==> src/rtl/cd_pkg.sv <==
// Shared definitions for the cdbus RX fetch engine: FSM states, CSR map,
// RX_CTRL command values and frame-length helpers.
package cd_pkg;

  typedef enum logic [2:0] {
    IDLE,
    RD_FLAG,
    CHK_FLAG,
    WR_RST,
    RD_BYTE,
    CAP,
    HOLD,
    WR_DONE
  } state_t;

  localparam logic [4:0] A_INT_FLAG   = 5'h16;
  localparam logic [4:0] A_RX_DATA    = 5'h1a;
  localparam logic [4:0] A_RX_CTRL    = 5'h1c;

  localparam int         RX_PEND_BIT  = 1;
  localparam logic [7:0] CTRL_RST_PTR = 8'h01;
  localparam logic [7:0] CTRL_DONE    = 8'h02;

  localparam int         MAX_LEN      = 253;

  // Header (src, dst, len) plus payload; at most 256 bytes for a legal len.
  function automatic logic [8:0] frame_total(input logic [7:0] len);
    return 9'd3 + {1'b0, len};
  endfunction

  function automatic logic len_bad(input logic [7:0] len);
    return len > 8'(MAX_LEN);
  endfunction

endpackage

==> src/rtl/cd_rx_fetch.sv <==
// CSR-bus initiator that drains pending cdbus RX frames and replays them
// downstream as a valid/ready byte stream, releasing the page afterwards.
module cd_rx_fetch #(
  parameter logic [4:0] A_INT_FLAG   = cd_pkg::A_INT_FLAG,
  parameter logic [4:0] A_RX_DATA    = cd_pkg::A_RX_DATA,
  parameter logic [4:0] A_RX_CTRL    = cd_pkg::A_RX_CTRL,
  parameter int         RX_PEND_BIT  = cd_pkg::RX_PEND_BIT,
  parameter logic [7:0] CTRL_RST_PTR = cd_pkg::CTRL_RST_PTR,
  parameter logic [7:0] CTRL_DONE    = cd_pkg::CTRL_DONE
) (
  input  logic       clk,
  input  logic       reset,
  input  logic       enable,
  input  logic       irq,
  output logic [4:0] csr_address,
  output logic       csr_read,
  input  logic [7:0] csr_readdata,
  output logic       csr_write,
  output logic [7:0] csr_writedata,
  output logic [7:0] m_data,
  output logic       m_valid,
  output logic       m_last,
  input  logic       m_ready,
  output logic       busy,
  output logic       frame_done,
  output logic       len_err
);

  import cd_pkg::*;

  state_t     state;
  state_t     state_nx;
  logic [8:0] idx;
  logic [8:0] remaining;

  logic       cap_hdr;
  logic       cap_bad;
  logic [8:0] remaining_cap;
  logic       last_cap;

  // The len byte sets the frame size; an oversized len truncates the frame
  // to its header so the payload is never read.
  always_comb begin
    cap_hdr       = (idx == 9'd2);
    cap_bad       = cap_hdr && len_bad(csr_readdata);
    remaining_cap = remaining;
    if (cap_hdr) begin
      remaining_cap = cap_bad ? 9'd3 : frame_total(csr_readdata);
    end
    last_cap      = ((idx + 9'd1) == remaining_cap);
  end

  always_comb begin
    state_nx      = state;
    csr_address   = 5'd0;
    csr_read      = 1'b0;
    csr_write     = 1'b0;
    csr_writedata = 8'd0;
    case (state)
      IDLE: begin
        if (enable && irq) state_nx = RD_FLAG;
      end
      RD_FLAG: begin
        csr_read    = 1'b1;
        csr_address = A_INT_FLAG;
        state_nx    = CHK_FLAG;
      end
      CHK_FLAG: begin
        state_nx = csr_readdata[RX_PEND_BIT] ? WR_RST : IDLE;
      end
      WR_RST: begin
        csr_write     = 1'b1;
        csr_address   = A_RX_CTRL;
        csr_writedata = CTRL_RST_PTR;
        state_nx      = RD_BYTE;
      end
      RD_BYTE: begin
        csr_read    = 1'b1;
        csr_address = A_RX_DATA;
        state_nx    = CAP;
      end
      CAP: begin
        state_nx = HOLD;
      end
      HOLD: begin
        if (m_ready) state_nx = m_last ? WR_DONE : RD_BYTE;
      end
      WR_DONE: begin
        csr_write     = 1'b1;
        csr_address   = A_RX_CTRL;
        csr_writedata = CTRL_DONE;
        state_nx      = IDLE;
      end
      default: state_nx = IDLE;
    endcase
  end

  assign busy       = (state != IDLE);
  assign frame_done = (state == WR_DONE);

  always_ff @(posedge clk or posedge reset) begin
    if (reset) begin
      state     <= IDLE;
      idx       <= 9'd0;
      remaining <= 9'd0;
      m_data    <= 8'd0;
      m_valid   <= 1'b0;
      m_last    <= 1'b0;
      len_err   <= 1'b0;
    end else begin
      state   <= state_nx;
      len_err <= 1'b0;
      case (state)
        WR_RST: begin
          idx       <= 9'd0;
          remaining <= 9'd0;
        end
        CAP: begin
          m_data    <= csr_readdata;
          m_valid   <= 1'b1;
          m_last    <= last_cap;
          remaining <= remaining_cap;
          len_err   <= cap_bad;
        end
        HOLD: begin
          if (m_ready) begin
            m_valid <= 1'b0;
            m_last  <= 1'b0;
            idx     <= idx + 9'd1;
          end
        end
        default: ;
      endcase
    end
  end

endmodule

==> config.mk <==
export PLATFORM = sky130hd
export DESIGN_NAME = cd_rx_fetch
export DESIGN_NICKNAME = d
export VERILOG_FILES = /design/src/rtl/cd_pkg.sv /design/src/rtl/cd_rx_fetch.sv
export SDC_FILE = /design/constraint.sdc
export NUM_CORES = 1
export LEC_CHECK = 0
export CORE_UTILIZATION = 52
export CTS_CLUSTER_DIAMETER = 120
export DETAILED_ROUTE_END_ITERATION = 7
export HOLD_SLACK_MARGIN = 0.05
export PLACE_DENSITY = 0.82
export SYNTH_ARGS = -nofsm -noshare
export SYNTH_HDL_FRONTEND = slang
export SYNTH_SLANG_ARGS = --single-unit
==> constraint.sdc <==
create_clock -name clk -period 3.1 [get_ports clk]
set_input_delay 0.775 -clock clk [delete_from_list [all_inputs] [get_ports clk]]
set_output_delay 0.775 -clock clk [all_outputs]
set_load 0.1 [all_outputs]
==> flow_summary_export.csv, run 1 <==
group,metric,value,unit
detailed_routing,drt-wirelength-per-cell,14.08,microns
flow_run,maxCapViolations,0,
setup_path,r2r_cells,9,
place,place_congestion,0.9350,
setup_path,path_delay_family,"simple AND/OR/NAND/NOR gates",
synthesis,yosysTopAreaCellShare,37.27,%
status,status,"finished clean",
clocking,cts_tree,"built",
synthesis,yosysMostFrequentCell,"dfrtp_1",
sta,skew,0.002954,ns
worst_hold_path,hold_class,"flip-flop to flip-flop",
detailed_routing,via_per_inst,5.651,
clocking,cts_resized,0,
synthesis,synth_edf_count,0,
die,core_area,3799,sq um
sta,finalCriticalPeriod,2.764,ns
setup_path,rrSetupSlack,0.51,ns
finish,fin_nets,284,
setup_path,crit_buf_inv,2,
detailed_routing,firstDrtPassIters,5,
global_routing,grtUsageMet2,34.82,%
clocking,cts_sinks,32,
die,initial_utilization,56.55,%
die,die_y,66.28,microns
sta,setup_slack,0.3358,ns
clocking,root_buffer,"clkbuf_8",
synthesis,syn-cell-area,2148,sq um
synthesis,synthTopCellsByArea,"dfrtp_1 (37%), o21ai_0 (6.3%), xnor2_1 (4.9%), nand3_1 (3.7%), nand2_1 (3.3%)",
worst_hold_path,min_to,"m_valid",
synthesis,yosysTopAreaCell,"dfrtp_1",
setup_path,critPathKind,"primary input to flip-flop",
synthesis,synth_commonest_cells,"dfrtp_1 (32), o21ai_0 (27), nand2_1 (19)",
global_routing,use_met3,6.034,%
synthesis,async_reset_ff_share,100.0,%
clocking,clk_path_buf_depth,2,
worst_hold_path,min_from,"m_valid",
detailed_routing,ant_nets,0,
synthesis,synth_flop_cell,"dfrtp_1",
setup_path,critPathLaunchType,"primary input",
setup_path,worstPathArrival,2.97,ns
global_routing,gr-total-overflow,0,
global_routing,grt_pass1_wl,7389,microns
sta,setup_violations,0,
finish,seq_area,800.8,sq um
global_routing,grt_busiest_layer,"met2",
setup_path,cp_max_fo,4,
synthesis,seq_area_frac_synth,37.27,%
clocking,postCtsSetupRepairBufs,0,
setup_path,critPathMaxStageDelay,0.52,ns
synthesis,synthCells,242,
synthesis,ys_ff_latch,32,
detailed_routing,drt_iter0_drc,120,
die,ios,41,
detailed_routing,route.detailed.drc,0,
place,post-place-ws,0.1101,ns
worst_hold_path,hold_depth,2,
die,die_w,66.28,microns
global_routing,use_met1,30.59,%
place,io_buffers,33,
synthesis,synth.distinct_cells,50,
sta,hold_viol_final,0,
finish,diodes,0,
clocking,cts_inserted_buffers,5,
finish,multi_input_area,1179,sq um
finish,fill_cells,308,
detailed_routing,vias,1780,
setup_path,required,3.31,ns
setup_path,end_kind,"flip-flop",
synthesis,syn_area_per_cell,8.877,sq um
setup_path,cp_cell_sequence,"clkdlybuf4s50_1 > inv_1 > ha_1 > nand4bb_1 > or2_0 > a31oi_1 > nor2_1 > nor4b_1 > a21oi_1 > o21ai_1",
sta,slew_violations,0,
clocking,clkTransAtPathRegs,0.06,ns
sta,rsz0062_at_grt,"false",
setup_path,cpMaxStageDelayCell,"clkdlybuf4s50_1",
detailed_routing,routed_wl,4434,microns
die,rows,22,
synthesis,ys_warn_count,0,
die,fp.dieArea,4392,sq um
global_routing,grt_pass1_vias,1554,
global_routing,grt_max_degree,33,
clocking,clock_latency,0.28,ns
finish,area_delta_synth_final,15.55,%
clocking,hold_buffers,0,
sta,finalCritPeriodShare,89.17,%
global_routing,antenna_found_initial,0,
sta,setup_tns,0,ns
global_routing,grt.total_usage,22.57,%
sta,clock.fmax,361.8,MHz
setup_path,r2r_end,"m_last",
clocking,h-tree-depth,2,
place,dpl.hpwl,3201,microns
setup_path,r2r-start,"idx[0]",
finish,drive_gt1_share,17.98,%
-- cell type report --
cell class                      instances  share of cell area, %
Multi-Input combinational cell        181                  47.48
Sequential cell                        32                  32.26
Timing Repair Buffer                   39                  13.51
Clock buffer                            6                  2.923
Tap cell                               48                  2.419
Inverter                                8                  1.210
Clock inverter                          1                 0.2016
-- layout by cell type, fill, tap and decap left out, types with 8 or more instances in the layout --
| cell | n |
|---|---|
| dfrtp_1 | 32 |
| buf_4 | 26 |
| o21ai_0 | 25 |
| nand2_1 | 19 |
| nand3_1 | 16 |
| nor2_1 | 13 |
| xnor2_1 | 12 |
| clkdlybuf4s50_1 | 12 |
| a21oi_1 | 10 |
| inv_1 | 8 |
-- worst register-to-register path, cell delays in order, from the launching register on --
cell	delay, ns
dfrtp_1	0.51
inv_1	0.12
ha_1	0.15
nor4b_4	0.36
and2_1	0.40
mux2i_1	0.35
xnor2_1	0.17
nor3b_2	0.18
nand4_1	0.13
o21ai_1	0.15
-- through the flow --
stage / cells / instance area [sq um] / utilization [%] / hold WS [ns]
floorplan: 248 / 2171 / - / 0.4622
global placement: 308 / 2405 / 63.31 / 0.4646
detailed placement: 308 / 2405 / 63.31 / 0.4658
CTS: 315 / 2482 / 65.35 / 0.4817
global route: 315 / 2482 / 65.35 / 0.5249
finish: 315 / 2482 / 65.35 / 0.4768
-- metal layers --
| metal | routed length [microns] | up-vias | share of wire (%) |
|---|---|---|---|
| met2 | 2039 | 50 | 46 |
| li1 | - | 880 | - |
| met1 | 2141 | 843 | 48 |
| met4 | 63 | 0 | 1.4 |
| met3 | 189 | 7 | 4.3 |
| met5 | 0 | - | 0 |
-- worst max path at each step --
| stage | startpoint | endpoint | depth (start not counted) |
|---|---|---|---|
| 2_1_floorplan | state[2] | csr_address[4] | 3 |
| 3_3_place_gp | csr_readdata[1] | m_last | 10 |
| 3_5_place_dp | csr_readdata[1] | m_last | 10 |
| 4_1_cts | csr_readdata[0] | m_last | 10 |
| 5_1_grt | csr_readdata[0] | m_last | 10 |
| 6_report | csr_readdata[0] | m_last | 10 |
-- cell families after synthesis --
family                     after synthesis  synth area share (%)
and+or+nand+nor                         80                 21.26
AOI/OAI and AO/OA                       62                 17.76
buffers and inverters                   35                 8.911
DFF                                     32                 37.27
xor gates and xnor gates                19                 7.746
muxes                                    9                 4.543
adders and majority gates                4                 2.330
other                                    1                0.1746
-- state kept, by name, summed over array words and instances (netlist names) --
register / cells
remaining: 9
m_data: 8
m_last: 1
len_err: 1
idx: 9
m_valid: 1
state: 3
Power of run 1 is not shown: default switching activity piles up to over one toggle a cycle in this logic, so the estimate is an artifact.
==> inputs of run 2 (changes only) <==
PLACE_DENSITY = 0.89   (was 0.82)
==> flow_summary_export.csv, run 2 (synthesis results as in run 1) <==
group,metric,value,unit
finish,fin_nets,284,
sta,slew_violations,0,
detailed_routing,drt_iter0_drc,149,
sta,finalCriticalPeriod,2.750,ns
die,initial_utilization,56.55,%
finish,diodes,0,
clocking,cts_sinks,32,
setup_path,required,3.28,ns
setup_path,crit_buf_inv,2,
setup_path,path_delay_family,"simple AND/OR/NAND/NOR gates",
detailed_routing,ant_nets,0,
setup_path,critPathLaunchType,"primary input",
detailed_routing,route.detailed.drc,0,
place,io_buffers,33,
sta,clock.fmax,363.6,MHz
clocking,cts_inserted_buffers,5,
sta,setup_tns,0,ns
global_routing,grt_max_degree,33,
detailed_routing,routed_wl,4673,microns
die,core_area,3799,sq um
place,post-place-ws,0.05503,ns
setup_path,cpMaxStageDelayCell,"clkdlybuf4s50_1",
setup_path,cp_cell_sequence,"clkdlybuf4s50_1 > inv_1 > ha_1 > nand4bb_1 > or2_0 > a31o_2 > o21bai_1 > and4_1 > nand4_1 > o21ai_1",
finish,drive_gt1_share,17.91,%
detailed_routing,via_per_inst,5.759,
finish,fill_cells,318,
clocking,clkTransAtPathRegs,0.06,ns
detailed_routing,drt-wirelength-per-cell,14.79,microns
flow_run,maxCapViolations,0,
global_routing,gr-total-overflow,0,
sta,skew,0.004091,ns
sta,setup_violations,0,
clocking,postCtsSetupRepairBufs,0,
global_routing,grt_pass1_vias,1644,
setup_path,critPathKind,"primary input to flip-flop",
die,fp.dieArea,4392,sq um
place,dpl.hpwl,3361,microns
clocking,cts_resized,0,
finish,area_delta_synth_final,16.13,%
die,ios,41,
detailed_routing,vias,1820,
clocking,cts_tree,"built",
finish,most-common-layout-cells,"dfrtp_1 (32), buf_4 (26), o21ai_0 (25), nand2_1 (19), nand3_1 (16)",
global_routing,antenna_found_initial,0,
setup_path,cp_max_fo,5,
sta,hold_viol_final,0,
sta,setup_slack,0.3497,ns
place,place_congestion,0.9024,
clocking,h-tree-depth,2,
clocking,root_buffer,"clkbuf_8",
clocking,clock_latency,0.29,ns
setup_path,critPathMaxStageDelay,0.54,ns
finish,top_regs,"idx x9, remaining x9, m_data x8",
global_routing,grt_pass1_wl,7548,microns
sta,rsz0062_at_grt,"false",
sta,fin_hold_ws,0.4850,ns
global_routing,grt.total_usage,23.46,%
detailed_routing,firstDrtPassIters,4,
sta,relSlewSlack,66.86,%
sta,finalCritPeriodShare,88.72,%
status,status,"finished clean",
setup_path,worstPathArrival,2.93,ns
die,die_w,66.28,microns
worst_hold_path,hold_class,"flip-flop to flip-flop",
die,rows,22,
clocking,hold_buffers,0,
die,die_y,66.28,microns
clocking,clk_path_buf_depth,2,
sta,tightestPinTransition,0.4919,ns
finish,layout_commonest_cell,"dfrtp_1",
setup_path,end_kind,"flip-flop",
## run 2: layout make-up
| cell class | count | area (sq um) | share of cell area, % |
|---|---|---|---|
| clock buffers | 8 | 90.09 | 3.611 |
| flip-flops and latches | 32 | 800.8 | 32.10 |
| inverters | 8 | 30.03 | 1.204 |
| repair buffers | 39 | 335.3 | 13.44 |
| multi-input cells | 181 | 1179 | 47.24 |
| well taps | 48 | 60.06 | 2.407 |
## run 2: per-stage QoR
step	instances	util, %	cell area, sq um
after global placement	308	63.31	2405
after global routing	316	65.68	2495
final	316	65.68	2495
after CTS	316	65.68	2495
after detailed placement	308	63.31	2405
after floorplan	248	-	2171
## run 2: final timing paths
kind / startpoint / end / slack, ns / cells after the start
setup / recovery: csr_readdata[0] / m_last / 0.35 / 10
hold / removal: m_data[7] / m_data[7] / 0.48 / 2
setup reg to reg: idx[0] / m_last / 0.59 / 9
hold reg to reg: m_data[7] / m_data[7] / 0.48 / 2
max in group asynchronous: reset / idx[7] / 1.94 / 3
min in group asynchronous: reset / m_data[0] / 0.87 / 3
## run 2: layer usage
layer,global-route usage (%),share of wire [%],routed length (microns)
met2,39.54,49,2312
met4,8.245,1.0,47
met1,28.71,44,2060
met5,0,0,0
met3,6.207,5.4,253
## run 2: worst min-delay path, delay by kind of cell (launching register included)
| kind | cells | cell delay, ns |
|---|---|---|
| AND/OR/NAND/NOR | 1 | 0.05 |
| flip-flops | 1 | 0.35 |
| AO/OA/AOI/OAI | 1 | 0.06 |
Power of run 2 is left out for the same reason.
==> RTL change 1: new RTL, config.mk and constraints of run 1 <==
Reset style: synchronous (`reset`), changed in one clocked block.
--- a/src/rtl/cd_rx_fetch.sv
+++ b/src/rtl/cd_rx_fetch.sv
@@ -99,5 +99,5 @@
   assign frame_done = (state == WR_DONE);
 
-  always_ff @(posedge clk or posedge reset) begin
+  always_ff @(posedge clk) begin
     if (reset) begin
       state     <= IDLE;
Behaviour: differs if reset is asserted again (counterexample within 4 cycles, from zero or initial values and one cycle with reset high); with reset held inactive, the same outputs for 10 cycles.
==> RTL change 1 against run 1 <==
Synthesized area is 5.5% lower. Cell area down 3.7%. Routed wire length rose by 9.5%. Setup slack better by 0.0025 ns. Critical path type unchanged. Sequential cell count is the same. Via count rose by 4.8%.
==> RTL change 1: results (changes against run 1) <==
Nets: 286 (+0.70%)
Detail Placement HPWL: 3.624 mm (+13%)
first-pass GRT wire length: 8.135 mm (+10%)
worst hold path depth: 2 (unchanged)
status: finished clean
Avg Inst Size Synth: 8.456 sq um (-4.7%)
clock-cell share of area: 3.874% (+0.75 points)
synth cell count leaders: dfxtp_1, o21ai_0, nand2_1
Max VDD drop: 0.2885 mV
area occupied by multi-input gates: 1242 sq um (+5.4%)
Hold Worst Slack: 0.4576 ns (-0.01921 ns)
Initial DRC Count: 192 (+60%)
Worst Hold Path EP: m_data[1]$_SDFFE_PP0P_
core area: 3689 sq um (-2.9%)
relative slew slack: 40.66%
Multi-In Gates: 186 (+2.8%)
Register-to-Register Setup Slack: 0.82 ns (+0.31 ns)
fin crit share: 89.09% (about the same)
drt first pass iters: 4 (-1)
Finished Cell Area: 2390 sq um (-3.7%)
Synth async-reset ratio: 0% (-100 points)
vias in the first global route: 1737 (+12%)
clock skew: 0.003975 ns (+0.001022 ns)
DP Area: 2297 sq um (-4.5%)
Worst path max stage delay: 0.57 ns (+0.05 ns)
Worst Hold Class: reg2reg
seq_cells: 32 (unchanged)
clk slew on worst S/H paths: 0.07 ns
routability congestion estimate from global placement: 0.9048 (-3.2%)
met2 usage: 44.34% (+9.5 points)
Total Routing Usage GR: 25.24% (+2.7 points)
non-clk buf share: 14.03% (+0.52 points)
drt total wl: 4.857 mm (+9.5%)
DP Worst Slack: 0.05098 ns (-0.05917 ns)
placed cells: 310 (+0.65%)
Max FO, Critical Path: 6 (+2)
Fill cells: 332 (+7.8%)
share of cells above drive strength 1: 17.41% (-0.57 points)
met3 wire length: 201 um (+6.3%)
met1 wire length: 2.113 mm (-1.3%)
top cells by area, synth: dfxtp_1, o21ai_0, xnor2_1
reg2reg path depth: 8 (-1)
crit path to: m_last$_SDFFE_PP0P_
synth unique cells: 58 (+16%)
GR Util met3: 4.049% (-2.0 points)
Non-clk invs: 5 (-3)
Register Area: 640.6 sq um (-20%)
Final Non-Filler Cells: 318 (+0.95%)
Top delay family on crit path: buffers and inverters
vias per inst: 5.868 (+3.8%)
CP max stage cell: or4bb_1
WL met2: 2.464 mm (+21%)
post-synthesis sequential area ratio: 31.57% (-5.7 points)
worst r2r src: idx[0]$_SDFFE_PP0P_
Min-Delay Startpoint: m_data[1]$_SDFFE_PP0P_
## RTL change 1: changes by cell type in the layout (fill, tap and decap cells not counted), sizes merged, moves of 3 or more
| cell | run 1 | this run |
|---|---|---|
| dfrtp | 32 | 0 |
| dfxtp | 0 | 32 |
| a22o | 0 | 9 |
| nand3 | 16 | 7 |
| a22oi | 0 | 6 |
| mux2 | 6 | 0 |
| nor2 | 13 | 18 |
| inv | 8 | 5 |
| nor3 | 1 | 4 |
| or3 | 1 | 4 |
## RTL change 1: cells by family after synthesis
| group | Yosys count | synth area share, % |
|---|---|---|
| buffers and inverters | 28 | 8.322 |
| other | 1 | 0.1848 |
| flip-flops | 32 | 31.57 |
| multiplexers | 2 | 0.9865 |
| AO/OA/AOI/OAI | 72 | 23.98 |
| XOR/XNOR | 18 | 7.768 |
| adder cells (fa/ha/maj) | 4 | 2.466 |
| AND/OR/NAND/NOR | 83 | 24.72 |
==> RTL change 2: new RTL, flow settings as in run 1 <==
Without the edit above. The package constant `MAX_LEN` goes from 253 to 128.
--- a/src/rtl/cd_pkg.sv
+++ b/src/rtl/cd_pkg.sv
@@ -22,5 +22,5 @@
   localparam logic [7:0] CTRL_DONE    = 8'h02;
 
-  localparam int         MAX_LEN      = 253;
+  localparam int         MAX_LEN      = 128;
 
   // Header (src, dst, len) plus payload; at most 256 bytes for a legal len.
Function: same outputs for any inputs over 10 cycles, from zero or initial values and one cycle with reset high; that may be too few to reach the edited logic, so the function may still have changed.
==> RTL change 2 against run 1 <==
Routed wire length increased by 13%. Sequential cell count unchanged. Cell area increased by 1.9%. Setup slack got worse by 0.067 ns. Critical path depth decreased by 1. Global-route usage increased by 3.7 points. Synthesized area decreased by 1.3%. Cell count increased by 2.9%. First-iteration DRC count increased by 6.7%.
==> RTL change 2: results (changes against run 1) <==
# clk buffers: 7 (+1)
Most used DFF post-synth: dfrtp_1
final core utilization: 66.57% (+1.2 points)
drt first pass iters: 4 (-1)
Register-to-Register Setup Slack: 0.62 ns (+0.11 ns)
worst slew pin tran: 0.6671 ns
Fill cells: 309 (+0.32%)
Initial DRC Count: 128 (+6.7%)
Top delay family on crit path: compound AO/OA/AOI/OAI gates
Buffers excl. clock: 43 (+10%)
XOR/XNOR Fraction of Synth Area: 7.906% (+0.16 points)
crit path DAT: 3.02 ns (+0.05 ns)
synth unique cells: 51 (+2.0%)
multiplexer area fraction after synthesis: 0.9440% (-3.6 points)
CP max stage cell: a2111oi_0
Worst path max stage delay: 0.58 ns (+0.06 ns)
Static Leak: 1.162 nW
post-synthesis sequential area ratio: 37.76% (+0.48 points)
vias in the first global route: 1807 (+16%)
reg2reg path depth: 7 (-2)
Max FO, Critical Path: 6 (+2)
first-pass GRT wire length: 8.500 mm (+15%)
clk sinks: 32 (unchanged)
synth cell count leaders: dfrtp_1, nand2_1, o21ai_0
Multi-In Gates: 184 (+1.7%)
Total Routing Usage GR: 26.27% (+3.7 points)
Setup crit start: csr_readdata[3]
Nets: 292 (+2.8%)
Non-clk invs: 10 (+2)
clock-cell share of area: 3.810% (+0.68 points)
routability congestion estimate from global placement: 0.8949 (-4.3%)
Synth Area in Compound Gates: 19.71% (+1.9 points)
share of cells above drive strength 1: 17.03% (-0.95 points)
Max VDD drop: 1.324 mV
Post-Synth Adder-Cell Area: 1.770% (-0.56 points)
pin count of the biggest net entering global routing: 33 (unchanged)
top cells by area, synth: dfrtp_1, nand2_1, o21ai_0
status: finished clean
initial antenna violation count: 0 (unchanged)
routed vias: 1901 (+6.8%)
Detail Placement HPWL: 3.618 mm (+13%)
non-clk buf share: 13.95% (+0.45 points)
clock skew: 0.003811 ns (+0.0008579 ns)
drt wl/cell: 15.43 um (+9.6%)
==> RTL change 2: stage by stage <==
| step | setup WS, ns | hold WS, ns | std cells | total power, W |
|---|---|---|---|---|
| floorplan | 0.1978 | 0.4707 | 249 | 0.002203 |
| global placement | 0.1575 | 0.4637 | 317 | 0.002527 |
| detailed placement | 0.06677 | 0.4720 | 317 | 0.002551 |
| CTS | 0.2994 | 0.4852 | 324 | 0.002905 |
| global route | 0.1302 | 0.4965 | 324 | 0.003052 |
| finish | 0.2689 | 0.4793 | 324 | 0.002899 |
==> RTL change 2: layer usage <==
layer | routed length [um] | GRT usage, % | vias to the layer above | share of wire, %
li1 | - | - | 910 | -
met2 | 2400 | 42.60 | 71 | 48
met5 | 0 | 0 | - | 0
met3 | 299 | 5.000 | 8 | 6.0
met1 | 2209 | 34.31 | 912 | 44
met4 | 90 | 10.05 | 0 | 1.8
==> RTL change 2: worst min path at each step <==
stage / start / endpoint / slack (ns) / cells after the start
2_1_floorplan: remaining[7]$_DFFE_PP0P_ / remaining[7]$_DFFE_PP0P_ / 0.47 / 2
3_3_place_gp: m_valid$_DFFE_PP0P_ / m_valid$_DFFE_PP0P_ / 0.46 / 2
3_5_place_dp: m_valid$_DFFE_PP0P_ / m_valid$_DFFE_PP0P_ / 0.47 / 2
4_1_cts: m_valid$_DFFE_PP0P_ / m_valid$_DFFE_PP0P_ / 0.49 / 2
5_1_grt: m_valid$_DFFE_PP0P_ / m_valid$_DFFE_PP0P_ / 0.50 / 2
6_report: m_valid$_DFFE_PP0P_ / m_valid$_DFFE_PP0P_ / 0.48 / 2
==> RTL change 2: cells by family after synthesis <==
kind of cell    after synthesis
flops                        32
buf+inv                      33
mux                           2
compound gates               59
simple gates                 97
xor+xnor                     16
other cells                   1
fa+ha+maj                     3
